<file path="src/rtl/pipeline_hazard_ctrl.sv">
// Purpose: stall/flush controller for the IF/DC front end (load-use hazards, branch/trap redirects).
// Latency: load-use stall is combinational (0 cycles); flushOut rises the cycle after a redirect is sampled.
// Backpressure: extStall stalls IF/DC, parks a redirect in PEND until it drops, and freezes the load-use counter.
//
// Ports:
//   clk, reset                      clock, synchronous active-high reset
//   dcValid, dcRs1, dcRs2           decode-stage instruction and its source registers
//   exValid, exIsLoad, exRd         EX-stage instruction, load flag, destination register
//   brRedirect, brTarget            branch/jump redirect request and target PC
//   trapReq, trapVector             trap request and vector PC (wins over a branch)
//   extStall                        memory/fetch back-pressure
//   stallOut, flushOut, bubbleOut   hold IF/DC, flush IF/DC, inject NOP into EX
//   flushAddrOut                    refetch PC, valid while flushOut=1
//   stallCount                      saturating count of cycles with stallOut=1
module pipeline_hazard_ctrl #(
    parameter int width        = 32,
    parameter int rsWidth      = 5,
    parameter int LOAD_LATENCY = 1,
    parameter int FLUSH_CYCLES = 2
) (
    input  logic               clk,
    input  logic               reset,
    input  logic               dcValid,
    input  logic [rsWidth-1:0] dcRs1,
    input  logic [rsWidth-1:0] dcRs2,
    input  logic               exValid,
    input  logic               exIsLoad,
    input  logic [rsWidth-1:0] exRd,
    input  logic               brRedirect,
    input  logic [width-1:0]   brTarget,
    input  logic               trapReq,
    input  logic [width-1:0]   trapVector,
    input  logic               extStall,
    output logic               stallOut,
    output logic               flushOut,
    output logic [width-1:0]   flushAddrOut,
    output logic               bubbleOut,
    output logic [15:0]        stallCount
);

    localparam int CNT_W = 16;

    typedef enum logic [1:0] {
        RUN     = 2'd0,
        LDSTALL = 2'd1,
        FLUSH   = 2'd2,
        PEND    = 2'd3
    } state_t;

    state_t             state_q, state_d;
    logic [CNT_W-1:0]   cnt_q, cnt_d;
    logic [width-1:0]   addr_q, addr_d;
    // Remembers whether the latched address is a trap vector, so that a later
    // branch arriving while parked in PEND cannot overwrite it.
    logic               from_trap_q, from_trap_d;
    logic [15:0]        stall_cnt_q;

    logic               stall_c, flush_c, bubble_c;
    logic               redirect;
    logic [width-1:0]   redir_addr;
    logic               hit;

    assign redirect   = trapReq | brRedirect;
    assign redir_addr = trapReq ? trapVector : brTarget;
    assign hit        = dcValid & exValid & exIsLoad & (exRd != '0)
                      & ((dcRs1 == exRd) | (dcRs2 == exRd));

    always_comb begin
        state_d     = state_q;
        cnt_d       = cnt_q;
        addr_d      = addr_q;
        from_trap_d = from_trap_q;
        stall_c     = 1'b0;
        flush_c     = 1'b0;
        bubble_c    = 1'b0;

        case (state_q)
            RUN: begin
                // A redirect makes the dependent decode instruction dead, so it
                // takes priority over any load-use stall in the same cycle.
                if (redirect) begin
                    addr_d      = redir_addr;
                    from_trap_d = trapReq;
                    if (extStall) begin
                        state_d = PEND;
                    end else begin
                        state_d = FLUSH;
                        cnt_d   = CNT_W'(FLUSH_CYCLES - 1);
                    end
                end else if (hit) begin
                    stall_c  = 1'b1;
                    bubble_c = 1'b1;
                    // This cycle is the first stall cycle; LDSTALL covers the rest.
                    if (LOAD_LATENCY > 1) begin
                        state_d = LDSTALL;
                        cnt_d   = CNT_W'(LOAD_LATENCY - 2);
                    end
                end else if (extStall) begin
                    stall_c = 1'b1;
                end
            end

            LDSTALL: begin
                stall_c  = 1'b1;
                bubble_c = 1'b1;
                if (redirect) begin
                    addr_d      = redir_addr;
                    from_trap_d = trapReq;
                    if (extStall) begin
                        state_d = PEND;
                    end else begin
                        state_d = FLUSH;
                        cnt_d   = CNT_W'(FLUSH_CYCLES - 1);
                    end
                end else if (!extStall) begin
                    if (cnt_q == '0) begin
                        state_d = RUN;
                    end else begin
                        cnt_d = cnt_q - 1'b1;
                    end
                end
            end

            FLUSH: begin
                // Flush wins over every stall source: the IF/DC contents are discarded anyway.
                flush_c  = 1'b1;
                bubble_c = 1'b1;
                if (redirect) begin
                    addr_d      = redir_addr;
                    from_trap_d = trapReq;
                    cnt_d       = CNT_W'(FLUSH_CYCLES - 1);
                end else if (cnt_q == '0) begin
                    state_d = RUN;
                end else begin
                    cnt_d = cnt_q - 1'b1;
                end
            end

            PEND: begin
                stall_c = 1'b1;
                if (trapReq) begin
                    addr_d      = trapVector;
                    from_trap_d = 1'b1;
                end else if (brRedirect && !from_trap_q) begin
                    addr_d = brTarget;
                end
                if (!extStall) begin
                    state_d = FLUSH;
                    cnt_d   = CNT_W'(FLUSH_CYCLES - 1);
                end
            end

            default: begin
                state_d = RUN;
            end
        endcase
    end

    always_ff @(posedge clk) begin
        if (reset) begin
            state_q     <= RUN;
            cnt_q       <= '0;
            addr_q      <= '0;
            from_trap_q <= 1'b0;
            stall_cnt_q <= '0;
        end else begin
            state_q     <= state_d;
            cnt_q       <= cnt_d;
            addr_q      <= addr_d;
            from_trap_q <= from_trap_d;
            if (stall_c && (stall_cnt_q != 16'hFFFF)) begin
                stall_cnt_q <= stall_cnt_q + 16'd1;
            end
        end
    end

    // Control outputs are forced low for the whole reset window.
    assign stallOut     = stall_c  & ~reset;
    assign flushOut     = flush_c  & ~reset;
    assign bubbleOut    = bubble_c & ~reset;
    assign flushAddrOut = addr_q;
    assign stallCount   = stall_cnt_q;

endmodule

</file>
<file path="config.mk">
export PLATFORM = sky130hd
export DESIGN_NAME = pipeline_hazard_ctrl
export DESIGN_NICKNAME = d
export VERILOG_FILES = /design/src/rtl/pipeline_hazard_ctrl.sv
export SDC_FILE = /design/constraint.sdc
export NUM_CORES = 1
export LEC_CHECK = 0
export CORE_MARGIN = 4
export CORE_UTILIZATION = 41
export DETAILED_ROUTE_END_ITERATION = 12
export GPL_TIMING_DRIVEN = 0
export HOLD_SLACK_MARGIN = 0.08
export PLACE_DENSITY = 0.84
export SLEW_MARGIN = 20
export SYNTH_ARGS = -nofsm -noshare
export SYNTH_HDL_FRONTEND = slang
export SYNTH_SLANG_ARGS = --single-unit
</file>
<file path="constraint.sdc">
create_clock -name clk -period 2.26 [get_ports clk]
set_input_delay 0.339 -clock clk [delete_from_list [all_inputs] [get_ports clk]]
set_output_delay 0.339 -clock clk [all_outputs]
set_load 0.01 [all_outputs]
</file>
== Word level (Yosys, flattened, before mapping) ==
Cells that the tools add are included.
Storage, ports and cells
  output and inout bits: 51
  register bits after elaboration: 67
  logic and storage cells: 74
  input bits: 87
Cells by class
  add/subtract/negate cells: 2
  equality and inequality tests: 13
  reductions and logical operators: 13
  mux-type cells: 31
  bitwise gates (word level): 10
Operator list (number)
  $mux W32: 4
  $mux W16: 6
  $pmux W16 S4: 1
  $pmux W32 S2: 1
  $add A16 B1 Y16 const B: 1
  $logic_not A16 Y1: 1
  $ne A16 B16 Y1 const B: 1
  $sub A16 B1 Y16 const B: 1
  $mux W2: 6
  $eq A5 B5 Y1: 2
  $mux W1: 9
  $ne A2 B2 Y1 const B: 4
  $pmux W2 S4: 1
  $and A1 B1 Y1: 7
  $ne A3 B3 Y1 const B: 2
  $pmux W1 S2: 3
  $reduce_and A2 Y1: 3
  $reduce_bool A5 Y1: 1
  $eq A2 B2 Y1 const B: 2
  $reduce_and A4 Y1: 1
  $reduce_or A2 Y1: 2
  $reduce_or A3 Y1: 1
  $eq A2 B1 Y1 const B: 1
  $logic_and A1 B1 Y1: 2
  5 further kinds: 6

== Logic depth before layout (Yosys ltp) ==
Gate-level depths: netlist (run 1).
  depth in word-level cells: 8
  gate-level depth with buffers: 9
  gate-level depth less buffers: 8

== Worst setup path after synthesis (run 1) ==
Ideal clock, no wire load.
  kind: reg2reg
  start point: reg state_q[0]
  end point: reg stall_cnt_q[4], in the netlist stallCount[4]
  path buffers: 1
  cell stages (with the launch flop): 10
  setup slack: -0.061 ns
  data required time: 2.137 ns
  period minus slack after synthesis: 2.321 ns
  arrival: 2.198 ns
  library setup time: 0.123 ns
  path through: dfxtp_1 -> inv_1 -> ha_1 -> or3b_1 -> a211o_1 -> nor2_1 -> a21oi_1 -> buf_2 -> nor4b_2 -> mux2_1
Between the ends
  longest elaborated chain between the ends: 4
  elaborated cells between the ends (all ways): 6
  classes of those cells: 2 x eq/ne; 1 x mux; 3 x reduce/logical
Ends and longest elaborated chain
  start: declaration: line 50  | state_t state_q, state_d;
  start signal: assignment: line 167  | state_q <= state_d;
  $eq A2 B2 Y1 / $eq A2 B1 Y1 (equally long branches): line 77  | case (state_q)
  $reduce_or A2 Y1 (no line)
  $pmux W1 S2 *: line 77
  $logic_and A1 B1 Y1 *: line 171  | if (stall_c && (stall_cnt_q != 16'hFFFF)) begin
  end signal: assignment: line 172  | stall_cnt_q <= stall_cnt_q + 16'd1;
  end: declaration: line 56  | logic [15:0] stall_cnt_q;
Mark *: on every way between the ends. The rest lies on a longest branch, timed or not.
A chain may end at the register's enable or synchronous reset.

== Final worst setup path (run 1) ==
  start point: reg state_q[1]
  end point: out bubbleOut
Between the ends
  longest elaborated chain between the ends: 4
  elaborated cells between the ends (all ways): 6
  classes of those cells: 2 x eq/ne; 1 x mux; 1 x bitwise; 2 x reduce/logical
Ends and longest elaborated chain
  $eq A2 B2 Y1 / $eq A2 B1 Y1 (equally long branches): line 77
  $reduce_or A2 Y1 (no line)
  $pmux W1 S2 *: line 77
  $and A1 B1 Y1 *: line 180  | assign bubbleOut = bubble_c & ~reset;
  end: declaration: line 37  | output logic bubbleOut,
Marks and branches as above.

==> results of run 1 <==
[worst register-to-register path, delay by kind of cell, from the launching register on]
family                     cells  cell delay (ns)
and+or+nand+nor                3             0.86
AOI/OAI and AO/OA              3             0.56
buffers and inverters          4             0.52
DFF                            1             0.33
adders and majority gates      1             0.13
[layer usage]
| metal | track usage [%] | wire [um] | part of all wire (%) |
|---|---|---|---|
| met1 | 24.9 | 4980 | 37 |
| met2 | 40.6 | 6520 | 49 |
| met3 | 8.19 | 1410 | 11 |
| met4 | 10.8 | 486 | 3.6 |
| met5 | 0 | 0 | 0 |
[final cells by class]
class | count | area (um2)
Fill cell | 664 | 2950
Inverter | 11 | 41.3
Sequential cell | 67 | 1340
Buffer | 26 | 139
Timing Repair Buffer | 156 | 1530
Tap cell | 108 | 135
Clock buffer | 10 | 138
Clock inverter | 6 | 111
Multi-Input combinational cell | 342 | 2460
[cell families (layout without fill, tap and decap cells)]
kind of cell | after synthesis | count (layout) | synth area share [%]
xor+xnor | 12 | 12 | 2.78
compound gates | 124 | 124 | 22.3
buf+inv | 39 | 209 | 4.24
simple gates | 162 | 162 | 22.8
fa+ha+maj | 8 | 8 | 2.65
mux | 36 | 36 | 9.68
flops | 67 | 67 | 35.5
[cells in the mapped netlist, types with 2 or more instances]
master	number	area share, %
nor2b_1	8	1.3
nand2_1	19	1.9
a211oi_1	36	7.2
or3_1	7	1.2
dfxtp_1	67	36
o21ai_0	15	2.0
mux2_1	3	0.89
buf_1	4	0.40
nor4_1	5	0.83
nor3_1	22	2.9
o22ai_1	2	0.33
a31oi_1	3	0.50
or2_1	2	0.33
buf_2	5	0.66
o41ai_1	2	0.46
mux2i_1	32	8.5
nand3_1	9	1.2
nand3b_1	2	0.40
clkbuf_1	18	1.8
or4_1	3	0.60
o31a_1	3	0.70
nand2b_1	5	0.83
inv_1	11	1.1
a21o_1	5	0.99
o21ai_1	3	0.40
nor4_4	2	1.1
o211ai_1	2	0.40
o31ai_1	5	0.99
nor2_1	62	6.2
ha_1	8	2.7
nand4_1	5	0.83
a311oi_1	6	1.4
xnor2_1	11	2.6
a21oi_1	30	4.0
nor4b_2	2	0.80
[through the flow]
step,utilization [%],setup WS (ns),setup TNS [ns]
CTS,65.6,-0.258,-2.21
floorplan,-,0.00664,0
global placement,59.6,-1.04,-17.83
global route,66.6,-0.329,-4.55
finish,66.6,-0.281,-2.51
detailed placement,59.6,-1.05,-20.11
[flip-flops by register name (all words and copies together) (netlist names)]
name and count:
cnt_q 16, flushAddrOut 32, from_trap_q 1, stallCount 16, state_q 2
[power groups by stage]
| stage | sequential [mW] | combinational [mW] | clock [mW] |
|---|---|---|---|
| floorplan | 1.39 | 0.899 | 0 |
| global placement | 1.37 | 1.43 | 0 |
| detailed placement | 1.38 | 1.48 | 0 |
| CTS | 1.35 | 1.69 | 1.26 |
| global route | 1.36 | 2.00 | 1.31 |
| finish | 1.35 | 1.88 | 1.26 |
[repair_timing]
item,CTS,global route
gates cloned,1,0
pin swaps,16,5
resized for setup,53,19
setup buffers,21,4
hold buffers,0,0
setup endpoints to repair,26,52
[final timing paths]
check | startpoint | endpoint | slack, ns
worst min-delay path | from_trap_q$_SDFFE_PP0P_ | from_trap_q$_SDFFE_PP0P_ | 0.50
worst min register to register | from_trap_q$_SDFFE_PP0P_ | from_trap_q$_SDFFE_PP0P_ | 0.50
worst max register to register | state_q[1]$_SDFFE_PP0P_ | stallCount[5]$_SDFFE_PP0P_ | -0.22
worst max-delay path | state_q[1]$_SDFFE_PP0P_ | bubbleOut | -0.28
==> impl_metrics.json, run 1 <==
{
  "ys_async_sr_fraction_pct": 0,
  "grt_pass1_vias": 4350,
  "htreeDepth": 3,
  "cts_tree": "yes",
  "layout_common_cells": "clkdlybuf4s50_1 (132), dfxtp_1 (65), nor2_1 (56), a211oi_1 (35), mux2i_1 (32)",
  "design_area_um2": 5900,
  "hold_class": "reg2reg",
  "vias": 4330,
  "clock_skew_ns": 0.00972,
  "max_freq_mhz": 394,
  "syn_inst": 448,
  "antenna_cells": 0,
  "yosys_warnings": 0,
  "track_usage_pct": 23.2,
  "synthesis.nets": 543,
  "drive_above_1_share_pct": 14.7,
  "grt_max_degree": 13,
  "layout.nets": 708,
  "cp.required_ns": 1.92,
  "fin_total_pwr_mw": 4.49,
  "io_pins": 138,
  "whs_ns": 0.500,
  "wl_per_cell_um": 18.5,
  "post_dp_cell_area_um2": 5280,
  "route.detailed.drc": 0,
  "die_h_um": 104,
  "std_cell_rows": 34,
  "cp.buffers_inverters": 3,
  "clock_latency_ns": 0.35,
  "initial_core_util_pct": 42.7,
  "criticalPathCategory": "reg2out",
  "ys.flop_type": "dfxtp_1",
  "crit_chain": "inv_2 > ha_4 > or3b_4 > a211o_1 > buf_6 > nor2b_1 > nor2_1 > nor3_1 > buf_2",
  "dieArea_um2": 10800,
  "p_int_mw": 2.92,
  "p_clk_share_pct": 28.1,
  "numPortBuffers": 136,
  "drv_slew": 0,
  "worst_path_largest_cell_delay_ns": 0.37,
  "core_area_um2": 8850,
  "status": "complete, but fails checks",
  "wirelength_um": 13400,
  "synth.distinct_cells": 59,
  "pwr-share-seq_pct": 30.1,
  "postRouteAntennaNets": 0,
  "p_sw_mw": 1.58,
  "critical-path-slowest-cell": "or3b_4",
  "clkSinkCount": 67,
  "synth_area_um2": 3770,
  "combPwrFrac_pct": 41.8,
  "avgViaCountPerCell": 5.96,
  "worstMarginPinSlew_ns": 0.714,
  "final_common_cell": "clkdlybuf4s50_1",
  "seq_area_frac_synth_pct": 35.5,
  "cp_num_cells": 9,
  "clk_path_buf_depth": 2,
  "startpoint_type": "register",
  "drt_iter0_drc": 327,
  "cp-end-kind": "primary output",
  "slew_headroom_pct": 52.4,
  "hold_depth": 2,
  "final_cell_count_no_fill": 726,
  "antenna_found_initial": 0,
  "leakagePower_nw": 2.28,
  "ys_ff_latch": 67,
  "gp_congestion": 0.889,
  "cts_made_buffers": 9,
  "firstDrtPassIters": 5,
  "violations": "setup timing",
  "path_delay_family": "simple AND/OR/NAND/NOR gates",
  "fp.dieW_um": 104,
  "power.density_nw_per_um2": 762,
  "setup_slack_ns": -0.281,
  "synth_edf_count": 0,
  "clk_pin_slew_ns": 0.08,
  "period_share_pct": 112,
  "dp_cells": 692,
  "cp.arrival_ns": 2.20,
  "drv_cap": 0,
  "grt_pass1_wl_um": 20800,
  "reg2reg_depth": 11,
  "setup_violations": 19,
  "place_hpwl_um": 9290,
  "overflow": 0,
  "swShare_pct": 35.1,
  "hold_viol": 0,
  "period_minus_slack_ns": 2.54,
  "avgSynthCellArea_um2": 8.43,
  "area_growth_pct": 56.2,
  "crit_fanout": 2,
  "rsz0062_at_grt": "yes",
  "peakVddDrop_mv": 0.438,
  "cts-root-buf": "clkbuf_8"
}
No activity file was read; power rests on OpenSTA's default activity.
==> run 2: changes to the inputs <==
--- a/config.mk
+++ b/config.mk
@@ -16,2 +16,3 @@
 export SYNTH_HDL_FRONTEND = slang
 export SYNTH_SLANG_ARGS = --single-unit
+export TNS_END_PERCENT = 100
==> constraint.sdc (replaced) <==
create_clock -name clk -period 2.26 [get_ports clk]
set_input_delay 0.226 -clock clk [delete_from_list [all_inputs] [get_ports clk]]
set_output_delay 0.226 -clock clk [all_outputs]
set_load 0.01 [all_outputs]
==> impl_metrics.json, run 2 (same netlist as run 1, synthesis figures left out) <==
{
  "status": "complete, but fails checks",
  "violations": "setup timing",
  "std_cell_rows": 34,
  "dp_cells": 692,
  "cp-end-kind": "register",
  "htreeDepth": 3,
  "largest_reg_flops": 32,
  "leakagePower_nw": 2.32,
  "setup_slack_ns": -0.246,
  "holdBufCountCts": 0,
  "clk_path_buf_depth": 2,
  "clock_latency_ns": 0.35,
  "design_area_um2": 6040,
  "rrSetupSlack_ns": -0.25,
  "final_cell_count_no_fill": 734,
  "final_common_cell": "clkdlybuf4s50_1",
  "hold-path-endpoint": "state_q[0]$_SDFFE_PP0P_",
  "period_minus_slack_ns": 2.51,
  "track_usage_pct": 22.8,
  "place_hpwl_um": 9290,
  "hold_class": "in2reg",
  "clock_skew_ns": 0.0126,
  "layout.nets": 716,
  "worstMarginPinSlew_ns": 0.720,
  "die_h_um": 104,
  "postRouteAntennaNets": 0,
  "clkSinkCount": 67,
  "gp_congestion": 0.889,
  "crit_fanout": 5,
  "hold_depth": 3,
  "startpoint_type": "register",
  "r2r-start": "state_q[0]$_SDFFE_PP0P_",
  "initial_core_util_pct": 42.7,
  "fin_util_pct": 68.3,
  "vias": 4460,
  "layout_common_cells": "clkdlybuf4s50_1 (134), dfxtp_1 (63), nor2_1 (57), a211oi_1 (35), mux2i_1 (32)",
  "drv_slew": 0,
  "grt_pass1_wl_um": 20500,
  "power.density_nw_per_um2": 767,
  "firstDrtPassIters": 5,
  "antenna_found_initial": 0,
  "multi_input_area_um2": 2550,
  "slew_headroom_pct": 52.0,
  "grt_pass1_vias": 4326,
  "dieArea_um2": 10800,
  "wirelength_um": 14200,
  "period_share_pct": 111,
  "core_area_um2": 8850,
  "cp.required_ns": 2.49,
  "setup_violations": 19,
  "cts_tree": "yes",
  "avgViaCountPerCell": 6.08,
  "r2r-end": "stallCount[0]$_SDFFE_PP0P_",
  "fin_setup_tns_ns": -2.01,
  "cts_made_buffers": 9,
  "grt_max_degree": 13,
  "drt_iter0_drc": 437,
  "drive_above_1_share_pct": 18.5,
  "rsz0062_at_grt": "yes",
  "criticalPathCategory": "reg2reg",
  "fp.dieW_um": 104,
  "post_dp_cell_area_um2": 5280,
  "io_pins": 138,
  "antenna_cells": 0,
  "hold_viol": 0,
  "area_growth_pct": 60.1,
  "cp.arrival_ns": 2.74,
  "wl_per_cell_um": 19.3,
  "max_freq_mhz": 399,
  "reg2reg_depth": 11,
  "hp-start": "extStall",
  "fin_total_pwr_mw": 4.64,
  "overflow": 0,
  "peakVddDrop_mv": 0.443,
  "fillers": 622,
  "clk_pin_slew_ns": 0.07,
  "cts-root-buf": "clkbuf_8",
  "drv_cap": 0,
  "route.detailed.drc": 0,
  "numPortBuffers": 136,
  "ff_latch_area_um2": 1350
}
[run 2: cell types whose count changed in the layout (fill, tap and decap cells not counted), sizes merged]
cell           before  now
clkdlybuf4s50     132  134
dlygate4sd2         2    0
buf                32   40
[run 2: per-stage QoR]
stage	setup slack [ns]	hold WS, ns
6_report	-0.246	0.497
3_5_place_dp	-0.824	0.480
3_3_place_gp	-0.809	0.469
4_1_cts	-0.201	0.405
5_1_grt	-0.269	0.526
2_1_floorplan	0.00664	0.428
[run 2: final cells by class]
cell class                      instances  area share, %
Buffer                                 26           2.19
Tap cell                              108           2.24
Inverter                               11          0.683
Timing Repair Buffer                  164           26.3
Multi-Input combinational cell        342           42.2
Sequential cell                        67           22.3
Clock buffer                           10           2.28
Clock inverter                          6           1.84
[run 2: repair_timing]
action | CTS | global route
hold endpoints to repair | 0 | 0
setup buffers | 18 | 14
resized for setup | 40 | 49
setup endpoints to repair | 24 | 55
pin swaps | 10 | 19
cloned | 1 | 0
[run 2: worst max-delay path, cell delays in order (launching register included)]
cell and delay (ns):
dfxtp_2 0.32, inv_2 0.09, ha_4 0.14, or3b_4 0.38
a211o_4 0.31, nor2_4 0.21, a21oi_4 0.09, buf_6 0.15
buf_6 0.13, buf_4 0.14, nor2_4 0.13, mux2_4 0.31
[run 2: worst max path at each step]
stage | start | to | slack [ns]
2_1_floorplan | state_q[0]$_SDFFE_PP0P_ | stallCount[4]$_SDFFE_PP0P_ | 0.007
3_3_place_gp | reset | stallOut | -0.81
3_5_place_dp | reset | stallOut | -0.82
4_1_cts | state_q[1]$_SDFFE_PP0P_ | stallCount[4]$_SDFFE_PP0P_ | -0.20
5_1_grt | state_q[0]$_SDFFE_PP0P_ | stallCount[0]$_SDFFE_PP0P_ | -0.27
6_report | state_q[0]$_SDFFE_PP0P_ | stallCount[0]$_SDFFE_PP0P_ | -0.25
[run 2: report_power, final]
| group | total, mW | switching [mW] | internal (mW) |
|---|---|---|---|
| registers | 1.36 | 0.0797 | 1.28 |
| clock network | 1.28 | 0.510 | 0.766 |
| logic | 2.00 | 1.06 | 0.942 |
[run 2: routing by layer]
layer	track usage, %	up-vias	wire, um
met5	0	-	0
li1	-	2007	-
met4	10.2	0	593
met1	24.4	2077	5040
met3	8.81	63	1660
met2	39.9	313	6860
